[src/rtl/dfh_chain_responder.sv]
// MMIO responder that serves a parameterised Device Feature Header chain plus
// one 64-bit scratch register per feature, with credit-gated pipelined reads.
module dfh_chain_responder #(
  parameter int NUM_FEATURES = 4,
  parameter int ADDR_W       = 20,
  parameter logic [NUM_FEATURES*24-1:0] FEATURE_OFFSET = {24'h0, 24'h1000, 24'h3000, 24'h10000},
  parameter logic [NUM_FEATURES*12-1:0] FEATURE_ID     = {12'h0, 12'h1, 12'h2, 12'h3},
  parameter logic [NUM_FEATURES*4-1:0]  FEATURE_TYPE   = {4'h4, 4'h3, 4'h3, 4'h3},
  parameter logic [NUM_FEATURES*4-1:0]  FEATURE_REV    = '0
) (
  input  logic              clk,
  input  logic              rst,
  input  logic              req_valid,
  output logic              req_ready,
  input  logic              req_write,
  input  logic [ADDR_W-1:0] req_addr,
  input  logic [63:0]       req_wdata,
  input  logic [9:0]        req_tag,
  output logic              rsp_valid,
  input  logic              rsp_ready,
  output logic [63:0]       rsp_data,
  output logic [9:0]        rsp_tag,
  output logic [7:0]        err_cnt
);

  localparam int IDX_W = 4;
  localparam int DEPTH = 4;
  localparam logic [1:0] KIND_NONE = 2'd0;
  localparam logic [1:0] KIND_DFH  = 2'd1;
  localparam logic [1:0] KIND_SCR  = 2'd2;

  // Packed parameters list feature 0 in the most significant slot.
  function automatic logic [23:0] feat_off(input int i);
    return FEATURE_OFFSET[(NUM_FEATURES-1-i)*24 +: 24];
  endfunction

  function automatic logic [63:0] dfh_value(input int i);
    logic [23:0] next_len;
    logic        eol;
    if (i == NUM_FEATURES-1) begin
      next_len = 24'h0;
      eol      = 1'b1;
    end else begin
      next_len = feat_off(i+1) - feat_off(i);
      eol      = 1'b0;
    end
    return {FEATURE_TYPE[(NUM_FEATURES-1-i)*4 +: 4], 8'h0, 11'h0, eol, next_len,
            FEATURE_REV[(NUM_FEATURES-1-i)*4 +: 4], FEATURE_ID[(NUM_FEATURES-1-i)*12 +: 12]};
  endfunction

  logic [63:0] dfh_word [NUM_FEATURES];

  genvar gi;
  generate
    for (gi = 0; gi < NUM_FEATURES; gi++) begin : g_dfh
      localparam logic [63:0] DFH_WORD = dfh_value(gi);
      assign dfh_word[gi] = DFH_WORD;
    end
  endgenerate

  // Request-side decode
  logic [31:0]      addr_ext;
  logic             hit_dfh;
  logic             hit_scr;
  logic [IDX_W-1:0] hit_idx;
  logic             map_ok;
  logic             accept;
  logic             rd_acc;
  logic             scr_wr;

  always_comb begin
    hit_dfh  = 1'b0;
    hit_scr  = 1'b0;
    hit_idx  = '0;
    addr_ext = 32'(req_addr);
    for (int i = 0; i < NUM_FEATURES; i++) begin
      if (addr_ext == 32'(feat_off(i)) + 32'd8) begin
        hit_scr = 1'b1;
        hit_idx = IDX_W'(i);
      end
      if (addr_ext == 32'(feat_off(i))) begin
        hit_dfh = 1'b1;
        hit_scr = 1'b0;
        hit_idx = IDX_W'(i);
      end
    end
  end

  assign map_ok    = (hit_dfh || hit_scr) && (req_addr[2:0] == 3'b000);
  assign accept    = req_valid && req_ready;
  assign rd_acc    = accept && !req_write;
  assign scr_wr    = accept && req_write && map_ok && hit_scr;

  // State
  logic [2:0]       outstanding_q, outstanding_d;
  logic [7:0]       err_cnt_q, err_cnt_d;
  logic [63:0]      scratch_q [NUM_FEATURES];
  logic [63:0]      scratch_d [NUM_FEATURES];
  logic             s1_valid_q, s1_valid_d;
  logic [1:0]       s1_kind_q, s1_kind_d;
  logic [IDX_W-1:0] s1_idx_q, s1_idx_d;
  logic [9:0]       s1_tag_q, s1_tag_d;
  logic             s2_valid_q, s2_valid_d;
  logic [63:0]      s2_data_q, s2_data_d;
  logic [9:0]       s2_tag_q, s2_tag_d;
  logic [1:0]       wr_ptr_q, wr_ptr_d;
  logic [1:0]       rd_ptr_q, rd_ptr_d;
  logic [2:0]       count_q, count_d;
  logic [63:0]      fifo_data_mem [DEPTH];
  logic [9:0]       fifo_tag_mem  [DEPTH];
  logic             push;
  logic             pop;

  // Credits count everything in s1, s2 and the FIFO, so the FIFO cannot overflow.
  assign req_ready = !rst && (outstanding_q < 3'd4);
  assign rsp_valid = (count_q != 3'd0);
  assign rsp_data  = rsp_valid ? fifo_data_mem[rd_ptr_q] : 64'h0;
  assign rsp_tag   = rsp_valid ? fifo_tag_mem[rd_ptr_q]  : 10'h0;
  assign err_cnt   = err_cnt_q;
  assign push      = s2_valid_q;
  assign pop       = rsp_valid && rsp_ready;

  always_comb begin
    s1_valid_d = rd_acc;
    s1_kind_d  = KIND_NONE;
    if (map_ok) s1_kind_d = hit_dfh ? KIND_DFH : KIND_SCR;
    s1_idx_d   = hit_idx;
    s1_tag_d   = req_tag;

    s2_valid_d = s1_valid_q;
    s2_tag_d   = s1_tag_q;
    s2_data_d  = 64'h0;
    for (int i = 0; i < NUM_FEATURES; i++) begin
      if (s1_idx_q == IDX_W'(i)) begin
        if (s1_kind_q == KIND_DFH) s2_data_d = dfh_word[i];
        else if (s1_kind_q == KIND_SCR) s2_data_d = scratch_q[i];
      end
    end

    for (int i = 0; i < NUM_FEATURES; i++) begin
      scratch_d[i] = scratch_q[i];
      if (scr_wr && hit_idx == IDX_W'(i)) scratch_d[i] = req_wdata;
    end

    err_cnt_d = err_cnt_q;
    if (accept && !map_ok && err_cnt_q != 8'hFF) err_cnt_d = err_cnt_q + 8'd1;

    outstanding_d = outstanding_q + {2'b00, rd_acc} - {2'b00, pop};
    count_d       = count_q + {2'b00, push} - {2'b00, pop};
    wr_ptr_d      = push ? wr_ptr_q + 2'd1 : wr_ptr_q;
    rd_ptr_d      = pop  ? rd_ptr_q + 2'd1 : rd_ptr_q;
  end

  always_ff @(posedge clk or posedge rst) begin
    if (rst) begin
      outstanding_q <= '0;
      err_cnt_q     <= '0;
      for (int i = 0; i < NUM_FEATURES; i++) scratch_q[i] <= '0;
      s1_valid_q    <= 1'b0;
      s1_kind_q     <= KIND_NONE;
      s1_idx_q      <= '0;
      s1_tag_q      <= '0;
      s2_valid_q    <= 1'b0;
      s2_data_q     <= '0;
      s2_tag_q      <= '0;
      wr_ptr_q      <= '0;
      rd_ptr_q      <= '0;
      count_q       <= '0;
    end else begin
      outstanding_q <= outstanding_d;
      err_cnt_q     <= err_cnt_d;
      for (int i = 0; i < NUM_FEATURES; i++) scratch_q[i] <= scratch_d[i];
      s1_valid_q    <= s1_valid_d;
      s1_kind_q     <= s1_kind_d;
      s1_idx_q      <= s1_idx_d;
      s1_tag_q      <= s1_tag_d;
      s2_valid_q    <= s2_valid_d;
      s2_data_q     <= s2_data_d;
      s2_tag_q      <= s2_tag_d;
      wr_ptr_q      <= wr_ptr_d;
      rd_ptr_q      <= rd_ptr_d;
      count_q       <= count_d;
    end
  end

  // Response storage needs no reset; count_q alone decides what is valid.
  always_ff @(posedge clk) begin
    if (push) begin
      fifo_data_mem[wr_ptr_q] <= s2_data_q;
      fifo_tag_mem[wr_ptr_q]  <= s2_tag_q;
    end
  end

endmodule

[config.mk]
export PLATFORM = sky130hd
export DESIGN_NAME = dfh_chain_responder
export DESIGN_NICKNAME = d
export VERILOG_FILES = /design/src/rtl/dfh_chain_responder.sv
export SDC_FILE = /design/constraint.sdc
export NUM_CORES = 1
export LEC_CHECK = 0
export ABC_AREA = 1
export CAP_MARGIN = 20
export CORE_MARGIN = 2
export CORE_UTILIZATION = 45
export CTS_CLUSTER_DIAMETER = 50
export DETAILED_ROUTE_END_ITERATION = 7
export SYNTH_ARGS = -nofsm -noshare
export SYNTH_HDL_FRONTEND = slang
export SYNTH_SLANG_ARGS = --single-unit
[constraint.sdc]
create_clock -name clk -period 25 [get_ports clk]
set_input_delay 5 -clock clk [delete_from_list [all_inputs] [get_ports clk]]
set_output_delay 5 -clock clk [all_outputs]
set_load 0.005 [all_outputs]
==> results.md, run 1 <==
Critical path:
- The capturing instance or port of the critical path is req_ready.
- Of all nets on the critical path, the largest fanout is 2.
- For the worst setup path, the data required time is 20000 ps.
- The largest incremental delay on the critical path is 570 ps.
- Counting stages on the worst path, the most repeated cell is sky130_fd_sc_hd__clkdlybuf4s50_1.
- For the worst flop-to-flop path, the logic depth is 10.
- The arrival time of data at the critical path endpoint is 6400 ps.
- The signal on the critical path passes through clkdlybuf4s50_1 -> nor2_1 -> clkdlybuf4s50_1.
- The worst register-to-register path ends at scratch_q[146]$_DFFE_PP0P_.
- The critical path startpoint category is an input pin.
- The startpoint of the worst-slack reg-to-reg timing path is outstanding_q[2]$_DFF_PP0_.
- Tracing the worst setup path back leads to its startpoint at rst.
- The critical path is of the input pin to output port type.
- The capturing element type of the critical path is an output port.
- The flop-to-flop setup slack is 21750 ps.
- The slowest library cell on the worst path is sky130_fd_sc_hd__clkdlybuf4s50_1.

STA:
- Based on the critical path, the design can be clocked at up to 0.08772 GHz.
- The max-slew violation total from the final report came to 0.
- After routing, the total negative slack on setup checks comes to 0 ps.
- Dividing the final minimum period by the clock period gives 45.60%.
- The setup-violating endpoint count in the final report is 0.
- Across all setup checks in the final design, the least slack found is 13600 ps.
- Between clock sinks in the finished design, the worst skew comes to 22.02 ps.
- The minimum period implied by the final worst setup slack is 11400 ps.
- Across all hold checks on the routed design, the worst slack comes to 345.9 ps.
- The count of endpoints failing hold in the final timing report is 0.
- In this run the tightest slew margin relative to its limit is 28.63%.
- At the pin with the least slew margin, the transition time is 1071 ps.
- Setup repair after global routing left no endpoint under its margin.

Drt:
- After detailed routing, the total wire length is 66280 um.
- For this block, the via count after detailed routing is 18243.
- The detail-routed net length per standard cell is 19.12 um.
- The number of detailed-routing iterations run before antenna repair is 6.
- In this run, the number of DRC markers left after iteration 0 of detailed routing was 1552.
- The detail route stage leaves a number of antenna-violating nets equal to 0.
- The total DRC errors in the routed layout is 0.
- The post-detailed-route via-to-cell ratio is 5.262.

Clocking:
- The root buffer cell chosen for the clock tree is sky130_fd_sc_hd__clkbuf_16.
- Buffers added to address setup during post-CTS repair amount to 0.
- Once the clock tree was built, the resizer swapped 0 gates to a different size.
- Clock-pin slew was measured on the worst setup and hold paths at 60 ps.
- The TritonCTS sink count is 660.
- In this run, post-CTS hold repair placed 0 buffers.
- In this run the number of H-tree levels came out at 3.
- The clock tree from TritonCTS is done.
- The later pin in the worst-skew pair is clocked with a latency of 600 ps.
- The number of buffers on the longest clock path is 3.
- In this run, CTS created clock tree buffers numbering 69.

Placed design:
- The number of input and output port buffers inserted is 182.
- The final estimated routing congestion in global placement is 0.7880.
- The cell total after placement is 3337.
- The HPWL after detailed placement is 37750 um.
- The worst slack at placement is 13630 ps.

Flow run:
- The tool flagged a number of max-cap violations equal to 0.

Hold path:
- The worst hold path was traced through 0 stages.
- The class of the most critical hold timing path is flop to flop.

Synth:
- After synthesis, the mean cell area works out to 10.61 sq um.
- Summing the sequential cell areas from Yosys gives 67.84% of the chip area.
- The number of flops mapped to enable cells by yosys is 296.
- After synthesis the cells add up to 26530 sq um.
- The share of synthesized registers carrying an async set or reset is 55.15%.
- The number of library cell types mapped by synthesis is 37.
- The number of synthesized register bits is 660.
- When the netlist entered floorplanning its net count stood at 2611.
- The Yosys step of the flow raised 0 warnings.
- The main flop type after synthesis is sky130_fd_sc_hd__dfrtp_1.
- The number of standard cells after synthesis is 2501.

Global routing:
- The via count of the first global-routing pass is 17802.
- The total global-route track usage is 22.14%.
- The maximum number of pins on one net before global-route repair is 120.
- The initial antenna violation count was 13.
- Global routing finished with a remaining overflow of 0.
- The wire length of the first global-routing pass is 102500 um.

Run status:
- The run finished with clean final reports.

Floorplan:
- The die outline width is 246.8 um.
- In this run the standard cell core region covers 58690 sq um.
- From bottom edge to top edge, the die measures 246.8 um.
- The die covers 60910 sq um.
- The initial utilization of the core area, before any placement, comes to 45.20%.
- The I/O pin total is 183.
- The number of placement rows is 89.

Power and ir drop:
- Summed over all cells, the static leakage comes to 0.01358 uW.
- VDD sags by at most 0.00006265 V.
- Power spread over the standard cell area amounts to 92.26 nW/um^2.

Layout:
- The final design utilization is 52.91%.
- The area growth from synthesis to layout is 17.05%.
- The fraction of layout instances using a drive strength above 1 is 7.172%.
- The final layout contains 2745 nets.
- The count of non-filler cells in the finished layout is 3467.
## synth_stat cells, types with 3 or more instances
| library cell | number | share of area (%) |
|---|---|---|
| sky130_fd_sc_hd__buf_1 | 9 | 0.13 |
| sky130_fd_sc_hd__nand3_2 | 5 | 0.19 |
| sky130_fd_sc_hd__edfxtp_1 | 296 | 34 |
| sky130_fd_sc_hd__nor2_1 | 332 | 4.7 |
| sky130_fd_sc_hd__nand3b_1 | 3 | 0.085 |
| sky130_fd_sc_hd__buf_6 | 35 | 1.5 |
| sky130_fd_sc_hd__buf_2 | 38 | 0.72 |
| sky130_fd_sc_hd__xor2_1 | 7 | 0.23 |
| sky130_fd_sc_hd__nand2_1 | 607 | 8.6 |
| sky130_fd_sc_hd__a21oi_1 | 80 | 1.5 |
| sky130_fd_sc_hd__clkbuf_1 | 64 | 0.91 |
| sky130_fd_sc_hd__inv_1 | 109 | 1.5 |
| sky130_fd_sc_hd__a31oi_1 | 4 | 0.094 |
| sky130_fd_sc_hd__dfrtp_1 | 364 | 34 |
| sky130_fd_sc_hd__o21ai_0 | 157 | 3.0 |
| sky130_fd_sc_hd__nor3_1 | 4 | 0.075 |
| sky130_fd_sc_hd__ha_1 | 9 | 0.42 |
| sky130_fd_sc_hd__nand3_1 | 163 | 3.1 |
| sky130_fd_sc_hd__nor2_4 | 4 | 0.17 |
| sky130_fd_sc_hd__o21ai_2 | 31 | 1.0 |
| sky130_fd_sc_hd__xnor2_1 | 5 | 0.17 |
| sky130_fd_sc_hd__o21ai_1 | 98 | 1.8 |
| sky130_fd_sc_hd__a22oi_1 | 52 | 1.5 |
| sky130_fd_sc_hd__nand4_1 | 4 | 0.094 |
| sky130_fd_sc_hd__inv_2 | 3 | 0.042 |
| sky130_fd_sc_hd__nand2_2 | 3 | 0.071 |
## layer usage
metal | part of all wire (%) | global-route usage (%) | wire, um | vias to the layer above
met3 | 6.2 | 3.636 | 4087 | 109
met1 | 44 | 30.40 | 28930 | 9005
met5 | 0.11 | 0 | 76 | -
li1 | - | - | - | 8621
met2 | 47 | 35.95 | 31440 | 498
met4 | 2.6 | 7.512 | 1739 | 10
## per-stage QoR
stage / instance area [sq um] / total power (uW)
global placement: 28740 / 1855
finish: 31050 / 2865
detailed placement: 28740 / 1870
floorplan: 26530 / 1528
global route: 31050 / 3009
CTS: 31040 / 2899
## registers in the layout (all words and copies together), names as in the netlist
| signal | cells |
|---|---|
| s2_tag_q | 10 |
| s2_data_q | 64 |
| scratch_q | 256 |
| s1_kind_q | 2 |
| push | 1 |
| s1_valid_q | 1 |
| outstanding_q | 3 |
| err_cnt | 8 |
| rd_ptr_q | 2 |
| s1_idx_q | 2 |
| s1_tag_q | 10 |
| fifo_tag_mem | 40 |
| fifo_data_mem | 256 |
| count_q | 3 |
| wr_ptr_q | 2 |
## worst max-delay path, delay by kind of cell
family	cells	cell delay (ps)
simple gates	1	320
buf+inv	2	1080
## cells in the final DEF (no fill, tap or decap), types with 3 or more instances in the layout
| cell type | netlist | routed |
|---|---|---|
| sky130_fd_sc_hd__bufinv_16 | 0 | 4 |
| sky130_fd_sc_hd__nand3_1 | 163 | 163 |
| sky130_fd_sc_hd__diode_2 | 0 | 3 |
| sky130_fd_sc_hd__xnor2_1 | 5 | 5 |
| sky130_fd_sc_hd__o21ai_2 | 31 | 31 |
| sky130_fd_sc_hd__a31oi_1 | 4 | 4 |
| sky130_fd_sc_hd__inv_1 | 109 | 103 |
| sky130_fd_sc_hd__nand2_1 | 607 | 607 |
| sky130_fd_sc_hd__clkbuf_16 | 0 | 72 |
| sky130_fd_sc_hd__xor2_1 | 7 | 7 |
| sky130_fd_sc_hd__inv_6 | 0 | 3 |
| sky130_fd_sc_hd__clkinv_2 | 0 | 13 |
| sky130_fd_sc_hd__o21ai_0 | 157 | 157 |
| sky130_fd_sc_hd__ha_1 | 9 | 9 |
| sky130_fd_sc_hd__nand3b_1 | 3 | 3 |
| sky130_fd_sc_hd__clkbuf_1 | 64 | 21 |
| sky130_fd_sc_hd__edfxtp_1 | 296 | 296 |
| sky130_fd_sc_hd__dfrtp_1 | 364 | 362 |
| sky130_fd_sc_hd__a22oi_1 | 52 | 52 |
| sky130_fd_sc_hd__a21oi_1 | 80 | 80 |
| sky130_fd_sc_hd__inv_2 | 3 | 3 |
| sky130_fd_sc_hd__nor3_1 | 4 | 3 |
| sky130_fd_sc_hd__nor2_1 | 332 | 328 |
| sky130_fd_sc_hd__nand4_1 | 4 | 4 |
| sky130_fd_sc_hd__nor2_4 | 4 | 7 |
| sky130_fd_sc_hd__clkdlybuf4s50_1 | 0 | 182 |
| sky130_fd_sc_hd__buf_4 | 0 | 27 |
| sky130_fd_sc_hd__nand3_2 | 5 | 3 |
| sky130_fd_sc_hd__clkbuf_8 | 0 | 15 |
| sky130_fd_sc_hd__o21ai_1 | 98 | 98 |
## final cells by class
cell class              instances  area (sq um)
fillers                      5041         27630
clock buffers                 108          2087
well taps                     773         967.2
clock inverters                19         221.5
diodes                          3         7.507
inverters                     112         434.2
multi-input cells            1583          7307
repair buffers                209          2024
flip-flops and latches        660         18000
## cells by family after synthesis
kind of cell               synth area share (%)
and+or+nand+nor                           17.14
DFF                                       67.84
AOI/OAI and AO/OA                         9.226
buffers and inverters                     4.820
xor gates and xnor gates                 0.3962
adders and majority gates                0.5754
## how the worst min path moves through the flow
| stage | start | to | slack, ps |
|---|---|---|---|
| 2_1_floorplan | s1_valid_q$_DFF_PP0_ | push$_DFF_PP0_ | 330 |
| 3_3_place_gp | s1_tag_q[6]$_DFF_PP0_ | s2_tag_q[6]$_DFF_PP0_ | 330 |
| 3_5_place_dp | s1_tag_q[0]$_DFF_PP0_ | s2_tag_q[0]$_DFF_PP0_ | 340 |
| 4_1_cts | s1_tag_q[6]$_DFF_PP0_ | s2_tag_q[6]$_DFF_PP0_ | 350 |
| 5_1_grt | s1_tag_q[6]$_DFF_PP0_ | s2_tag_q[6]$_DFF_PP0_ | 360 |
| 6_report | s1_tag_q[6]$_DFF_PP0_ | s2_tag_q[6]$_DFF_PP0_ | 350 |
## power breakdown
part | switching [uW] | internal [uW]
Clock | 411 | 618
Combinational | 343 | 293
Sequential | 41.9 | 1160
No activity file was read; power rests on OpenSTA's default activity.
==> run 2: changes to the inputs <==
- PLACE_DENSITY: default -> 0.66
- clock period: 25 -> 9.52 ns (I/O delays scaled with it)
==> results.md, run 2 (synthesized netlist as in run 1, its figures left out) <==
Critical path:
- The worst path buffer plus inverter count is 3 (+1).
- The largest incremental delay on the critical path came to 840 ps (+270 ps).
- The critical path goes through clkinv_2 -> buf_4 -> o21ai_0 -> a21oi_1 -> clkdlybuf4s50_1.
- The required time at the endpoint of the critical path is 7620 ps (-12380 ps).
- The arrival time of data at the critical path endpoint came to 3970 ps (-2430 ps).
- For this design, the slowest cell found on the critical path is sky130_fd_sc_hd__dfrtp_4.
- The worst setup path is captured at an output port.
- The maximum fanout encountered on the critical timing path came to 90 (+88).
- STA classifies the critical path startpoint as a flop.
- The kind of cell with the highest combined delay along the critical path is buffers and inverters.
- The worst setup path is of the flop to output port kind.

Drt:
- The final wirelength is 65340 um (-1.4%).
- The remaining number of nets flagged by the antenna check after routing came to 0 (unchanged).
- The number of vias after detailed routing is 18240 (-0.016%).
- The detail-routed net length per standard cell is 18.87 um (-1.3%).
- The initial DRC count is 1727 (+11%).
- The post-detailed-route via-to-cell ratio was 5.267 (about the same).
- The number of detailed-routing iterations run before antenna repair is 5 (-1).
- The total DRC errors in the routed layout is 0 (unchanged).

Floorplan:
- The floorplan die area is 60910 sq um (unchanged).
- The number of placement rows came to 89 (unchanged).
- The vertical die dimension came to 246.8 um (unchanged).
- The I/O pin total is 183 (unchanged).
- The starting utilization of the core area was 45.20% (unchanged).
- The core region area is 58690 sq um (unchanged).
- The die outline width is 246.8 um (unchanged).

Placed design:
- The number of input and output port buffers inserted came to 182 (unchanged).
- The final estimated routing congestion in global placement came to 0.8145 (+3.4%).
- The post-detailed-placement half-perimeter wirelength came to 37620 um (-0.35%).

Global routing:
- The via count of the first global-routing pass was 17948 (+0.82%).
- The wire length of the first global-routing pass was 101700 um (-0.84%).
- The remaining global-route overflow is 0 (unchanged).
- The total global-route track usage is 21.68% (-0.46 points).
- The maximum number of pins on one net before global-route repair was 153 (+28%).
- The initial antenna violation count came to 12 (-1).

Power and ir drop:
- The combinational power share came to 22.3% (about the same).
- The portion of total power attributed to the clock network came to 36.0% (about the same).
- The ratio of total power to cell area came to 242.1 nW/um^2 (+160%).
- The part of the total power dissipated in sequential elements was 41.6% (-0.3 points).
- The net switching power figure was 2090 uW (+160%).
- The net switching fraction of the power was 27.77% (about the same).
- The peak supply drop is 0.0001573 V (+150%).
- The internal portion of total power is 5435 uW (+160%).
- The leakage power figure was 0.01357 uW (about the same).

Clocking:
- TritonCTS built the clock tree.
- The TritonCTS sink count was 660 (unchanged).
- The master cell of the clock root buffer is sky130_fd_sc_hd__clkbuf_16.
- The number of buffers inserted by hold repair at cts is 0 (unchanged).
- The depth of the CTS H-tree is 3 (unchanged).
- The post-CTS setup-driven buffer insertion count is 0 (unchanged).
- The latest clock arrival within the worst-skew pair came to 600 ps (about the same).
- The clock transition at the registers of the reported paths is 60 ps (about the same).
- The number of buffers on the longest clock path was 3 (unchanged).
- The number of buffers inserted during clock tree synthesis came to 68 (-1.4%).
- The count of cells resized by post-cts repair came to 0 (unchanged).

STA:
- The max-slew violation total from the final report is 0 (unchanged).
- The setup TNS is 0 ps (unchanged).
- The transition time at the pin with the least slew margin is 1027 ps (-43.20 ps).
- For this run, the top clock speed supported by timing is 0.1704 GHz.
- The setup-violating endpoint count in the final report is 0 (unchanged).
- The relative max-transition margin is 31.51% (+2.9 points).
- The worst path uses 61.66% of the clock period.
- The largest clock skew in the final design is 20.87 ps (-1.156 ps).
- The clock period could shrink to 5870 ps.
- The count of endpoints failing hold in the final timing report came to 0 (unchanged).
- Setup repair after global routing left no endpoint under its margin.

Layout:
- The area growth from synthesis to layout is 17.15% (about the same).
- In the layout the commonest cells are sky130_fd_sc_hd__nand2_1 (607), sky130_fd_sc_hd__dfrtp_1 (362), sky130_fd_sc_hd__nor2_1 (328), sky130_fd_sc_hd__edfxtp_1 (296), sky130_fd_sc_hd__clkdlybuf4s50_1 (182).
- The fraction of layout instances using a drive strength above 1 is 7.398% (+0.23 points).
- The final design utilization is 52.96% (about the same).
- The count of inserted antenna diode cells is 0 (-3).
- The largest registers in the layout are fifo_data_mem: 256 flops, scratch_q: 256 flops, s2_data_q: 64 flops.
- The net total in the final layout was 2744 (-0.036%).
- The library cell used most frequently in the layout, excluding fill and tap cells, is sky130_fd_sc_hd__nand2_1.

Run status:
- The flow ran to the end, and the final reports show no timing, DRC or antenna violations.

Flow run:
- The number of maximum-capacitance violations is 0 (unchanged).

Hold path:
- The min-delay analysis places its worst path in the category flop to flop.
==> run 2: cell type report <==
class | instances | area (sq um)
Fill cell | 4907 | 27610
Sequential cell | 660 | 18000
Multi-Input combinational cell | 1583 | 7297
Timing Repair Buffer | 209 | 2057
Clock buffer | 100 | 2024
Tap cell | 773 | 967.2
Inverter | 112 | 430.4
Clock inverter | 26 | 299.0
==> run 2: power by group through the flow <==
stage	Combinational (uW)	Clock, uW	Sequential, uW
5_1_grt	1870	2870	3140
3_5_place_dp	1700	0	3190
2_1_floorplan	883	0	3130
6_report	1680	2710	3130
4_1_cts	1720	2750	3130
3_3_place_gp	1670	0	3180
==> run 2: path summary, 6_finish.rpt <==
check	start	end	slack (ps)	depth (start not counted)
worst max-delay path	rd_ptr_q[0]$_DFFE_PP0P_	rsp_data[36]	3650	5
worst min-delay path	s1_tag_q[5]$_DFF_PP0_	s2_tag_q[5]$_DFF_PP0_	350	0
worst max register to register	count_q[1]$_DFF_PP0_	count_q[2]$_DFF_PP0_	6500	11
worst min register to register	s1_tag_q[5]$_DFF_PP0_	s2_tag_q[5]$_DFF_PP0_	350	0
max in group asynchronous	rst	rd_ptr_q[0]$_DFFE_PP0P_	6130	4
min in group asynchronous	rst	outstanding_q[1]$_DFF_PP0_	1950	3
==> run 2: metal layers <==
layer,wire [um],GRT usage [%]
met5,141,0
met3,4464,3.896
met4,1339,6.573
met2,31650,35.62
met1,27740,29.49
==> run 2: metrics by stage <==
step	setup slack [ps]	hold slack, ps	power (uW)	area (sq um)	std cells
6_report	3650	347.1	7525	31080	3463
5_1_grt	3415	363.7	7882	31080	3463
4_1_cts	3630	349.7	7603	31050	3462
3_5_place_dp	4287	336.5	4892	28730	3336
3_3_place_gp	4366	336.0	4860	28730	3336
2_1_floorplan	2734	331.2	4012	26530	2501
==> run 2: worst reg2reg max path, cell delays in order (launching register included) <==
cell                      delay [ps]
sky130_fd_sc_hd__dfrtp_1         430
sky130_fd_sc_hd__nor3_2          180
sky130_fd_sc_hd__buf_4           790
sky130_fd_sc_hd__inv_1           160
sky130_fd_sc_hd__nand2_1         140
sky130_fd_sc_hd__inv_1           130
sky130_fd_sc_hd__ha_1            290
sky130_fd_sc_hd__inv_1            50
sky130_fd_sc_hd__ha_1            120
sky130_fd_sc_hd__inv_1            50
sky130_fd_sc_hd__fa_1            400
sky130_fd_sc_hd__xnor2_1         130
